==> src/rtl/crp16_alu_logic_issue_if.sv <==
// Issue-stage bus: instruction handshake, register-file read ports and the operand
// handshake towards the logic unit.
interface crp16_alu_logic_issue_if #(
  parameter int unsigned WIDTH = 16,
  parameter int unsigned CNT_W = 16
);
  logic             in_valid;
  logic             in_ready;
  logic [15:0]      in_instr;
  logic [2:0]       rx_addr;
  logic [2:0]       ry_addr;
  logic [WIDTH-1:0] rx_data;
  logic [WIDTH-1:0] ry_data;
  logic             out_valid;
  logic             out_ready;
  logic [WIDTH-1:0] out_x;
  logic [WIDTH-1:0] out_y;
  logic [1:0]       out_select;
  logic [2:0]       out_rd;
  logic             err_illegal;
  logic [CNT_W-1:0] issue_count;

  modport slave (
    input  in_valid, in_instr, rx_data, ry_data, out_ready,
    output in_ready, rx_addr, ry_addr, out_valid, out_x, out_y, out_select, out_rd,
           err_illegal, issue_count
  );

  modport master (
    output in_valid, in_instr, rx_data, ry_data, out_ready,
    input  in_ready, rx_addr, ry_addr, out_valid, out_x, out_y, out_select, out_rd,
           err_illegal, issue_count
  );
endinterface

==> src/rtl/crp16_alu_logic_issue.sv <==
// CRP16 logic-unit issue stage: decodes AND/OR/NOT/XOR words into operands and queues
// them in a 2-entry skid buffer; non-logic words are consumed and flagged.
module crp16_alu_logic_issue #(
  parameter int unsigned WIDTH = 16,
  parameter int unsigned CNT_W = 16
) (
  input logic                     clock,
  input logic                     reset,
  crp16_alu_logic_issue_if.slave  bus
);

  typedef enum logic [1:0] {StEmpty, StOne, StTwo} state_e;

  typedef struct packed {
    logic [WIDTH-1:0] x;
    logic [WIDTH-1:0] y;
    logic [1:0]       sel;
    logic [2:0]       rd;
  } entry_t;

  state_e           r_state;
  state_e           w_state_next;
  entry_t           r_head;
  entry_t           r_tail;
  entry_t           w_new;
  logic             r_in_ready;
  logic             r_err;
  logic [CNT_W-1:0] r_count;
  logic             w_class_logic;
  logic             w_accept;
  logic             w_push;
  logic             w_pop;
  logic             w_out_valid;

  assign bus.rx_addr = bus.in_instr[7:5];
  assign bus.ry_addr = bus.in_instr[3:1];

  // NOT ignores x, so x is zeroed to keep the logic unit's NOT path single-operand.
  always_comb begin
    w_class_logic = (bus.in_instr[15:13] == 3'b010);
    w_new.sel     = bus.in_instr[12:11];
    w_new.rd      = bus.in_instr[10:8];
    w_new.x       = (bus.in_instr[12:11] == 2'b10) ? '0 : bus.rx_data;
    w_new.y       = bus.in_instr[4] ? {{(WIDTH-4){1'b0}}, bus.in_instr[3:0]} : bus.ry_data;
  end

  assign w_accept = bus.in_valid & r_in_ready;
  assign w_push   = w_accept & w_class_logic;
  assign w_pop    = w_out_valid & bus.out_ready;

  always_ff @(posedge clock) begin
    if (reset) begin
      r_state <= StEmpty;
    end else begin
      r_state <= w_state_next;
    end
  end

  always_comb begin
    w_state_next = r_state;
    unique case (r_state)
      StEmpty: if (w_push) w_state_next = StOne;
      StOne: begin
        if (w_push && !w_pop)      w_state_next = StTwo;
        else if (!w_push && w_pop) w_state_next = StEmpty;
      end
      StTwo:   if (w_pop) w_state_next = StOne;
      default: w_state_next = StEmpty;
    endcase
  end

  always_comb begin
    w_out_valid     = (r_state != StEmpty);
    bus.out_valid   = w_out_valid;
    bus.in_ready    = r_in_ready;
    bus.out_x       = r_head.x;
    bus.out_y       = r_head.y;
    bus.out_select  = r_head.sel;
    bus.out_rd      = r_head.rd;
    bus.err_illegal = r_err;
    bus.issue_count = r_count;
  end

  always_ff @(posedge clock) begin
    if (reset) begin
      r_head <= '0;
      r_tail <= '0;
    end else begin
      unique case (r_state)
        StEmpty: if (w_push) r_head <= w_new;
        StOne: begin
          if (w_push && w_pop) r_head <= w_new;
          else if (w_push)     r_tail <= w_new;
        end
        StTwo:   if (w_pop) r_head <= r_tail;
        default: ;
      endcase
    end
  end

  // Ready is registered from the next state so it never depends on out_ready.
  always_ff @(posedge clock) begin
    if (reset) begin
      r_in_ready <= 1'b1;
      r_err      <= 1'b0;
      r_count    <= '0;
    end else begin
      r_in_ready <= (w_state_next != StTwo);
      r_err      <= w_accept & ~w_class_logic;
      if (w_pop) r_count <= r_count + 1'b1;
    end
  end

endmodule

==> src/flat_wrapper.sv <==
// flat-port wrapper written by rule: the top's interface ports become plain ports
module crp16_alu_logic_issue_flat 
#(
  parameter int unsigned WIDTH = 16,
  parameter int unsigned CNT_W = 16
)
  (clock, reset, bus_in_valid, bus_in_instr, bus_rx_data, bus_ry_data, bus_out_ready, bus_in_ready, bus_rx_addr, bus_ry_addr, bus_out_valid, bus_out_x, bus_out_y, bus_out_select, bus_out_rd, bus_err_illegal, bus_issue_count);
  crp16_alu_logic_issue_if #(.WIDTH(WIDTH), .CNT_W(CNT_W)) bus_i ();
  input logic clock;
  input logic reset;
  input wire logic [$bits(bus_i.in_valid)-1:0] bus_in_valid;
  input wire logic [$bits(bus_i.in_instr)-1:0] bus_in_instr;
  input wire logic [$bits(bus_i.rx_data)-1:0] bus_rx_data;
  input wire logic [$bits(bus_i.ry_data)-1:0] bus_ry_data;
  input wire logic [$bits(bus_i.out_ready)-1:0] bus_out_ready;
  output wire logic [$bits(bus_i.in_ready)-1:0] bus_in_ready;
  output wire logic [$bits(bus_i.rx_addr)-1:0] bus_rx_addr;
  output wire logic [$bits(bus_i.ry_addr)-1:0] bus_ry_addr;
  output wire logic [$bits(bus_i.out_valid)-1:0] bus_out_valid;
  output wire logic [$bits(bus_i.out_x)-1:0] bus_out_x;
  output wire logic [$bits(bus_i.out_y)-1:0] bus_out_y;
  output wire logic [$bits(bus_i.out_select)-1:0] bus_out_select;
  output wire logic [$bits(bus_i.out_rd)-1:0] bus_out_rd;
  output wire logic [$bits(bus_i.err_illegal)-1:0] bus_err_illegal;
  output wire logic [$bits(bus_i.issue_count)-1:0] bus_issue_count;
  assign bus_i.in_valid = bus_in_valid;
  assign bus_i.in_instr = bus_in_instr;
  assign bus_i.rx_data = bus_rx_data;
  assign bus_i.ry_data = bus_ry_data;
  assign bus_i.out_ready = bus_out_ready;
  assign bus_in_ready = bus_i.in_ready;
  assign bus_rx_addr = bus_i.rx_addr;
  assign bus_ry_addr = bus_i.ry_addr;
  assign bus_out_valid = bus_i.out_valid;
  assign bus_out_x = bus_i.out_x;
  assign bus_out_y = bus_i.out_y;
  assign bus_out_select = bus_i.out_select;
  assign bus_out_rd = bus_i.out_rd;
  assign bus_err_illegal = bus_i.err_illegal;
  assign bus_issue_count = bus_i.issue_count;
  crp16_alu_logic_issue #(.WIDTH(WIDTH), .CNT_W(CNT_W)) u_core (.clock(clock), .reset(reset), .bus(bus_i));
endmodule
==> config.mk <==
export PLATFORM = sky130hd
export DESIGN_NAME = crp16_alu_logic_issue_flat
export DESIGN_NICKNAME = d
export VERILOG_FILES = /design/src/rtl/crp16_alu_logic_issue_if.sv /design/src/rtl/crp16_alu_logic_issue.sv /design/src/flat_wrapper.sv
export SDC_FILE = /design/constraint.sdc
export NUM_CORES = 1
export LEC_CHECK = 0
export BUFFER_PORTS_ARGS = -buffer_cell sky130_fd_sc_hd__buf_2
export CAP_MARGIN = 20
export CORE_UTILIZATION = 52
export DETAILED_ROUTE_END_ITERATION = 8
export GPL_ROUTABILITY_DRIVEN = 1
export PLACE_DENSITY = 0.8
export REMOVE_ABC_BUFFERS = 1
export SYNTH_ARGS = -nofsm -noshare
export SYNTH_HDL_FRONTEND = slang
export SYNTH_SLANG_ARGS = --single-unit
==> constraint.sdc <==
create_clock -name clock -period 2.05 [get_ports clock]
set_clock_uncertainty 0.05 [all_clocks]
set_input_delay 0.205 -clock clock [delete_from_list [all_inputs] [get_ports clock]]
set_output_delay 0.205 -clock clock [all_outputs]
set_load 0.05 [all_outputs]
After elaboration in Yosys (flattened, before gate mapping):

Index checks and enable logic that the tools add are counted.

* input port bits: 52
* word-level logic and storage cells: 48
* register bits: 94
* output and inout bits: 62

* equal/unequal tests: 8
* multiplexer cells: 11
* $add $sub $neg: 1
* reduce and logical (&&, ||, !) cells: 10
* bitwise logic cells: 6

Operators by type and width (number)
* two-way mux 37 bit: 3
* case mux 37 bit (3 select lines): 1
* two-way mux 16 bit: 2
* adder 16 x 1 -> 16 bit (second input constant): 1
* two-way mux 2 bit: 4
* != test 2 x 1 -> 1 bit (second input constant): 3
* case mux 2 bit (3 select lines): 1
* AND 1 bit: 4
* equality test 2 bit (second input constant): 2
* AND reduction 4 bit: 1
* equality test 3 x 2 -> 1 bit (second input constant): 1
* logical AND 1 bit: 3
* AND reduction 3 bit: 1
* nonzero test 3 bit: 1
* equality test 2 x 1 -> 1 bit (second input constant): 1
* zero test 1 bit: 2
* zero test 2 bit: 1
* != test 2 bit (second input constant): 1
* inverter 1 bit: 2
* nonzero test 2 bit: 1

Logic depth before layout (Yosys ltp):

Gate-level depths: netlist (run 1).

* word-level depth: 8
* gate-level depth with buffers: 7
* gate-level depth less buffers: 5

Worst setup path before layout (run 1):

Ideal clock, no wire load.

* path kind: register to register
* start: reg u_core.r_in_ready (netlist: u_core.bus.in_ready)
* end: reg u_core.r_tail[0] (netlist name)
* cell stages (with the launch flop): 7
* setup slack: -18 ps
* arrival time: 1886 ps
* clock period less this slack: 2068 ps
* data required time: 1868 ps
* buffers on the path: 2
* path through: dfxtp_1 nand2_1 or4_1 clkbuf_1 clkbuf_1 nand2_1 a21oi_1

* longest elaborated chain between the ends: 5

RTL lines
* start: declaration: RTL line crp16_alu_logic_issue.sv:26 `logic r_in_ready;`
* start signal: assignment: RTL line crp16_alu_logic_issue.sv:108 `r_in_ready <= (w_state_next != StTwo);`
* AND 1 bit *: RTL line crp16_alu_logic_issue.sv:47 `assign w_accept = bus.in_valid & r_in_ready;`
* AND 1 bit *: RTL line crp16_alu_logic_issue.sv:48 `assign w_push = w_accept & w_class_logic;`
* logical AND 1 bit: RTL line crp16_alu_logic_issue.sv:92 `if (w_push && w_pop) r_head <= w_new;`
* inverter 1 bit (no line)
* AND reduction 3 bit (no line) *
* end signal: assignment: RTL line crp16_alu_logic_issue.sv:93 `else if (w_push) r_tail <= w_new;`
* end: declaration: RTL line crp16_alu_logic_issue.sv:24 `entry_t r_tail;`

Every way passes the cells marked *; elsewhere a longest branch is shown, timed or not.
A chain may end at the register's enable or synchronous reset.

Worst setup path after layout (run 1):

* start: reg u_core.r_in_ready (netlist: u_core.bus.in_ready)
* end: reg u_core.r_head, in the netlist u_core.bus.out_y[0]

* longest elaborated chain between the ends: 5
* elaborated cells between the ends (all ways): 6
* those cells by class: eq/ne: 2; bitwise: 2; reduce/logical: 2

RTL lines
* AND 1 bit *: RTL line crp16_alu_logic_issue.sv:47
* AND 1 bit *: RTL line crp16_alu_logic_issue.sv:48
* logical AND 1 bit: RTL line crp16_alu_logic_issue.sv:92
* != test 2 x 1 -> 1 bit (no line)
* AND reduction 4 bit (no line) *
* end signal: assignment: RTL line crp16_alu_logic_issue.sv:90 `StEmpty: if (w_push) r_head <= w_new;`
* end signal: assignment: RTL line crp16_alu_logic_issue.sv:92
* end signal: assignment: RTL line crp16_alu_logic_issue.sv:95 `StTwo: if (w_pop) r_head <= r_tail;`
* end: declaration: RTL line crp16_alu_logic_issue.sv:23 `entry_t r_head;`

Marked as above.

==> metrics, run 1 <==
clk root buf=clkbuf_8; Slew Viols, Final=0; EDFF count, synth=0; kind of critical path=flop to flop; First-pass DRT Iterations=4; hold_sp=bus_in_instr[9]; setup ws final=0.199 ns; Slew @ Worst Pin=0.528 ns; All-Layer GR Usage=23.2%; maximum fanout along the worst path=22; Area Growth Syn to Fin=21.4%; Max clock buf depth=2; asr flop ratio synth=0%; share of layout cells above drive strength 1=25.0%; largest net degree at the start of global routing=49; setup violators final=0; Synth area leaders=dfxtp_1 47%, nand2_1 10%, a311oi_1 7.2%; hold_buf cts=0; Hold WS=0.0625 ns; die area=8080 µm²; cell taking the most area after synthesis=dfxtp_1; Worst Hold End=u_core.r_tail[1]; final hold violation count=0; DR vias=3797; status=finished clean; worst reg2reg path depth=5; ant diodes=0; mapped cell area=4020 µm²; post-synthesis sequential area ratio=46.8%; HPWL Detailed=6310 µm; antenna violations before repair=0; TritonCTS clock tree=built; worst vdd ir=0.418 mV; Yosys cell types=34; clock slew at reported path FFs=0.09 ns; worst hold path depth=3; num ports=114; Worst-Skew Late Latency=0.33 ns; routed wire length=9390 µm; top cell type's share of synthesized area=46.8%; top-count cell post-synth=nand2_1; Final Util=66.2%; total global routing overflow=0; final std cells w/o fill=695; vias in the first global route=3371; first-pass GRT wire length=15600 µm; Crit-path slowest cell=o41ai_4; CTS sink count=94; Post-Place Cells=679; top cells by count, synth=108 x nand2_1, 94 x dfxtp_1, 51 x nor2_1; fin crit period=1.85 ns; drc violations=0; # rows=31; Total Nets Final=644; total CTS buffers=9; cell count after synthesis=501; pwr dens=714 nW/µm²; Post-Syn Area per Cell=8.02 µm²; Place WS=0.0405 ns; worst reg2reg endpoint=u_core.bus.out_y[0]; Max-Cap Viols=0; Data required, critical path=2.23 ns; Synth Register Bits=94; Starting Density=54.5%; Die Ht=89.9 µm; Total Neg Setup Slack=0 ns; Setup crit start kind=flop; leakage power=1.88 nW; placed cell area=4670 µm²; DRT iter0 DRCs=178; Synthesis Warnings=0; Setup crit end kind=flop; design area=4880 µm²; Final Cycle Share=90.3%; worst rel slew slack=64.8%; worst r2r src=u_core.bus.in_ready; slowest stage delay, CP=0.48 ns; H-Tree Depth=3; top_reg_cell synth=dfxtp_1; FMAX=0.540 GHz; core area=7370 µm²; RSZ-0062 raised after global routing=no; Placer Congestion=0.799; wire per inst=13.5 µm; CP cell instances=nand2_1 -> o41ai_4 -> buf_4 -> mux2i_1 -> nor2_1; vias per cell=5.46; min-delay worst type=input port to flop; Post-CTS Setup Inserts=0; DIE WIDTH=89.9 µm; R2R setup slack=0.20 ns; critical path arrival=2.03 ns; overall power consumption=3.48 mW; PostCTS Resize Cnt=0; Final ANT Viol Nets=0; # port buffers=107
## how the worst max path moves through the flow
stage	from	to	slack, ns
detailed placement	bus_in_instr[13]	u_core.bus.out_y[0]	0.04
floorplan	u_core.bus.in_ready	u_core.bus.out_y[0]	-1.30
global placement	bus_in_instr[13]	u_core.bus.out_y[6]	0.15
finish	u_core.bus.in_ready	u_core.bus.out_y[0]	0.20
global route	u_core.bus.in_ready	u_core.bus.out_y[0]	0.02
CTS	u_core.bus.in_ready	u_core.bus.out_y[0]	0.17
## report_power, final
| group | switching, mW | internal, mW |
|---|---|---|
| registers | 0.0161 | 1.85 |
| clock network | 0.626 | 0.632 |
| logic | 0.242 | 0.116 |
| total | 0.884 | 2.60 |
## cell families after synthesis
kind of cell | Yosys count | synth area share [%]
compound gates | 94 | 15.8
xor+xnor | 9 | 1.96
fa+ha+maj | 1 | 0.311
buf+inv | 50 | 5.45
flops | 94 | 46.8
mux | 9 | 2.24
simple gates | 244 | 27.4
## area by class of cell
class	count	area (µm²)
clock buffer	11	151
clock inverter	5	56.3
fill	657	2490
inverter	2	7.51
multi-input combinational	357	1930
sequential	94	1880
tap	99	124
timing repair buffer	127	723
## placed cells by master, fill, tap and decap left out, types with 4 or more instances in the layout
cell type,instances
a211oi_1,4
a21oi_1,42
a311oi_1,33
buf_2,107
buf_4,17
clkbuf_8,11
dfxtp_1,94
mux2i_1,9
nand2_1,108
nand3_1,37
nand3b_1,5
nor2_1,51
nor2b_1,13
nor3_1,4
o21ai_0,10
or3_1,8
xnor2_1,7
## worst max-delay path, delay by kind of cell (launching register included)
kind	cells	cell delay, ns
buffers and inverters	1	0.34
DFF	1	0.34
and+or+nand+nor	2	0.27
AOI/OAI and AO/OA	1	0.48
muxes	1	0.26
## per-layer routing
metal  share of wire, %  GRT usage (%)  vias to the layer above
met4               0.67           7.12                        0
met2                 49           39.4                      109
met1                 45           30.3                     1787
met3                5.2           3.81                        4
li1                   -              -                     1897
met5                  0              0                        -
## state kept, by name (all words and copies together) (netlist names)
register                count
u_core.bus.issue_count     16
u_core.bus.out_y           16
u_core.r_state              2
u_core.bus.out_rd           3
u_core.bus.out_select       2
u_core.bus.err_illegal      1
u_core.r_tail              37
u_core.bus.in_ready         1
u_core.bus.out_x           16
Note: power is estimated with default switching activity, not from simulation.
==> inputs of run 2 (changes only) <==
--- a/config.mk
+++ b/config.mk
@@ -10,6 +10,7 @@
 export CORE_UTILIZATION = 52
 export DETAILED_ROUTE_END_ITERATION = 8
 export GPL_ROUTABILITY_DRIVEN = 1
+export MAX_ROUTING_LAYER = met4
 export PLACE_DENSITY = 0.8
 export REMOVE_ABC_BUFFERS = 1
 export SYNTH_ARGS = -nofsm -noshare
==> metrics, run 2 (same netlist as run 1, synthesis figures left out) <==
final std cells w/o fill=695 (unchanged); Crit-path slowest cell=o41ai_4 (unchanged); FMAX=0.541 GHz (was 0.540 GHz); slowest stage delay, CP=0.48 ns (about the same); clock slew at reported path FFs=0.09 ns (about the same); most frequent cells in the layout=108 x nand2_1, 107 x buf_2, 94 x dfxtp_1 (unchanged); kind of critical path=flop to flop (unchanged); Final ANT Viol Nets=0 (unchanged); Worst-Skew Late Latency=0.34 ns (was 0.33 ns); # rows=31 (unchanged); Final Cycle Share=90.2% (was 90.3%); Most flops, register=u_core.r_tail (unchanged); Crit path buffers/inverters=1 (unchanged); setup violators final=0 (unchanged); total global routing overflow=0 (unchanged); clk root buf=clkbuf_8 (unchanged); Post-CTS Setup Inserts=0 (unchanged); DIE WIDTH=89.9 µm (unchanged); core area=7370 µm² (unchanged); Largest register FFs=37 (unchanged); first-pass GRT wire length=15600 µm (about the same); most common cell after layout, fill and taps aside=nand2_1 (unchanged); CP cell instances=nand2_1 -> o41ai_4 -> buf_4 -> nor2_1 -> a311oi_1 (was nand2_1 -> o41ai_4 -> buf_4 -> mux2i_1 -> nor2_1); Setup crit end kind=flop (unchanged); Area Growth Syn to Fin=21.4% (unchanged); PostCTS Resize Cnt=0 (unchanged); kind of cell adding the most delay to the critical path=compound AO/OA/AOI/OAI gates (unchanged); share of layout cells above drive strength 1=25.0% (unchanged); HPWL Detailed=6310 µm (unchanged); RSZ-0062 raised after global routing=no (unchanged); hold_buf cts=0 (unchanged); pwr dens=714 nW/µm² (about the same); All-Layer GR Usage=23.9% (was 23.2%); wire per inst=13.5 µm (about the same); Slew Viols, Final=0 (unchanged); Setup crit start kind=flop (unchanged); H-Tree Depth=3 (unchanged); leakage power=1.88 nW (unchanged); fin crit period=1.85 ns (about the same); maximum fanout along the worst path=22 (unchanged); First-pass DRT Iterations=4 (unchanged); min-delay worst type=input port to flop (unchanged); final hold violation count=0 (unchanged); ant diodes=0 (unchanged); vias per cell=5.46 (about the same); largest net degree at the start of global routing=49 (unchanged); routed wire length=9390 µm (about the same); vias in the first global route=3385 (was 3371); status=finished clean (unchanged); # port buffers=107 (unchanged); die area=8080 µm² (unchanged); Total Nets Final=644 (unchanged); Max-Cap Viols=0 (unchanged); critical path arrival=2.04 ns (was 2.03 ns); Post-Place Cells=679 (unchanged); TritonCTS clock tree=built (unchanged); CTS sink count=94 (unchanged); total CTS buffers=9 (unchanged); DR vias=3794 (was 3797); Starting Density=54.5% (unchanged); overall power consumption=3.48 mW (about the same); antenna violations before repair=0 (unchanged); R2R setup slack=0.20 ns (about the same); DRT iter0 DRCs=198 (was 178); Data required, critical path=2.24 ns (was 2.23 ns); Slew @ Worst Pin=0.529 ns (was 0.528 ns); Die Ht=89.9 µm (unchanged); worst rel slew slack=64.7% (was 64.8%); Hold WS=0.0628 ns (was 0.0625 ns); Placer Congestion=0.811 (was 0.799); worst vdd ir=0.417 mV (was 0.418 mV); num ports=114 (unchanged); Max clock buf depth=2 (unchanged); drc violations=0 (unchanged)
==> run 2: metrics by stage <==
step                      setup WS (ns)  cell area, µm²  setup TNS, ns  util, %
after detailed placement         0.0405            4670              0     63.4
after global placement            0.152            4670              0     63.4
after global routing             0.0248            4880              0     66.2
after CTS                         0.169            4880              0     66.2
after floorplan                   -1.30            3810         -85.73        -
final                             0.201            4880              0     66.2
==> run 2: worst min-delay path: cells and delay by family <==
kind / cells / cell delay [ns]
compound gates: 1 / 0.05
simple gates: 1 / 0.05
buf+inv: 1 / 0.10
==> run 2: worst paths after layout <==
kind	start	end	cells after the start
worst min-delay path	bus_in_instr[9]	u_core.r_tail[1]	3
worst max register to register	u_core.bus.in_ready	u_core.bus.out_y[9]	5
worst min register to register	u_core.r_tail[14]	u_core.r_tail[14]	2
worst max-delay path	u_core.bus.in_ready	u_core.bus.out_y[9]	5
==> run 2: cell type report <==
| type | count | area, µm² |
|---|---|---|
| repair buffers | 127 | 723 |
| fillers | 657 | 2490 |
| flip-flops and latches | 94 | 1880 |
| multi-input cells | 357 | 1930 |
| well taps | 99 | 124 |
| clock inverters | 5 | 56.3 |
| inverters | 2 | 7.51 |
| clock buffers | 11 | 151 |
==> run 2: metal layers <==
metal	GRT usage [%]	routed length (µm)	vias up
li1	-	-	1895
met5	-	0	-
met4	7.12	64	0
met2	39.5	4630	107
met1	30.4	4270	1788
met3	3.38	429	4
==> run 2: power by group <==
part / leakage [nW] / switching, mW / internal, mW
sequential: 0.760 / 0.0161 / 1.85
clock: 0.106 / 0.626 / 0.632
combinational: 1.01 / 0.242 / 0.116
total: 1.88 / 0.884 / 2.60
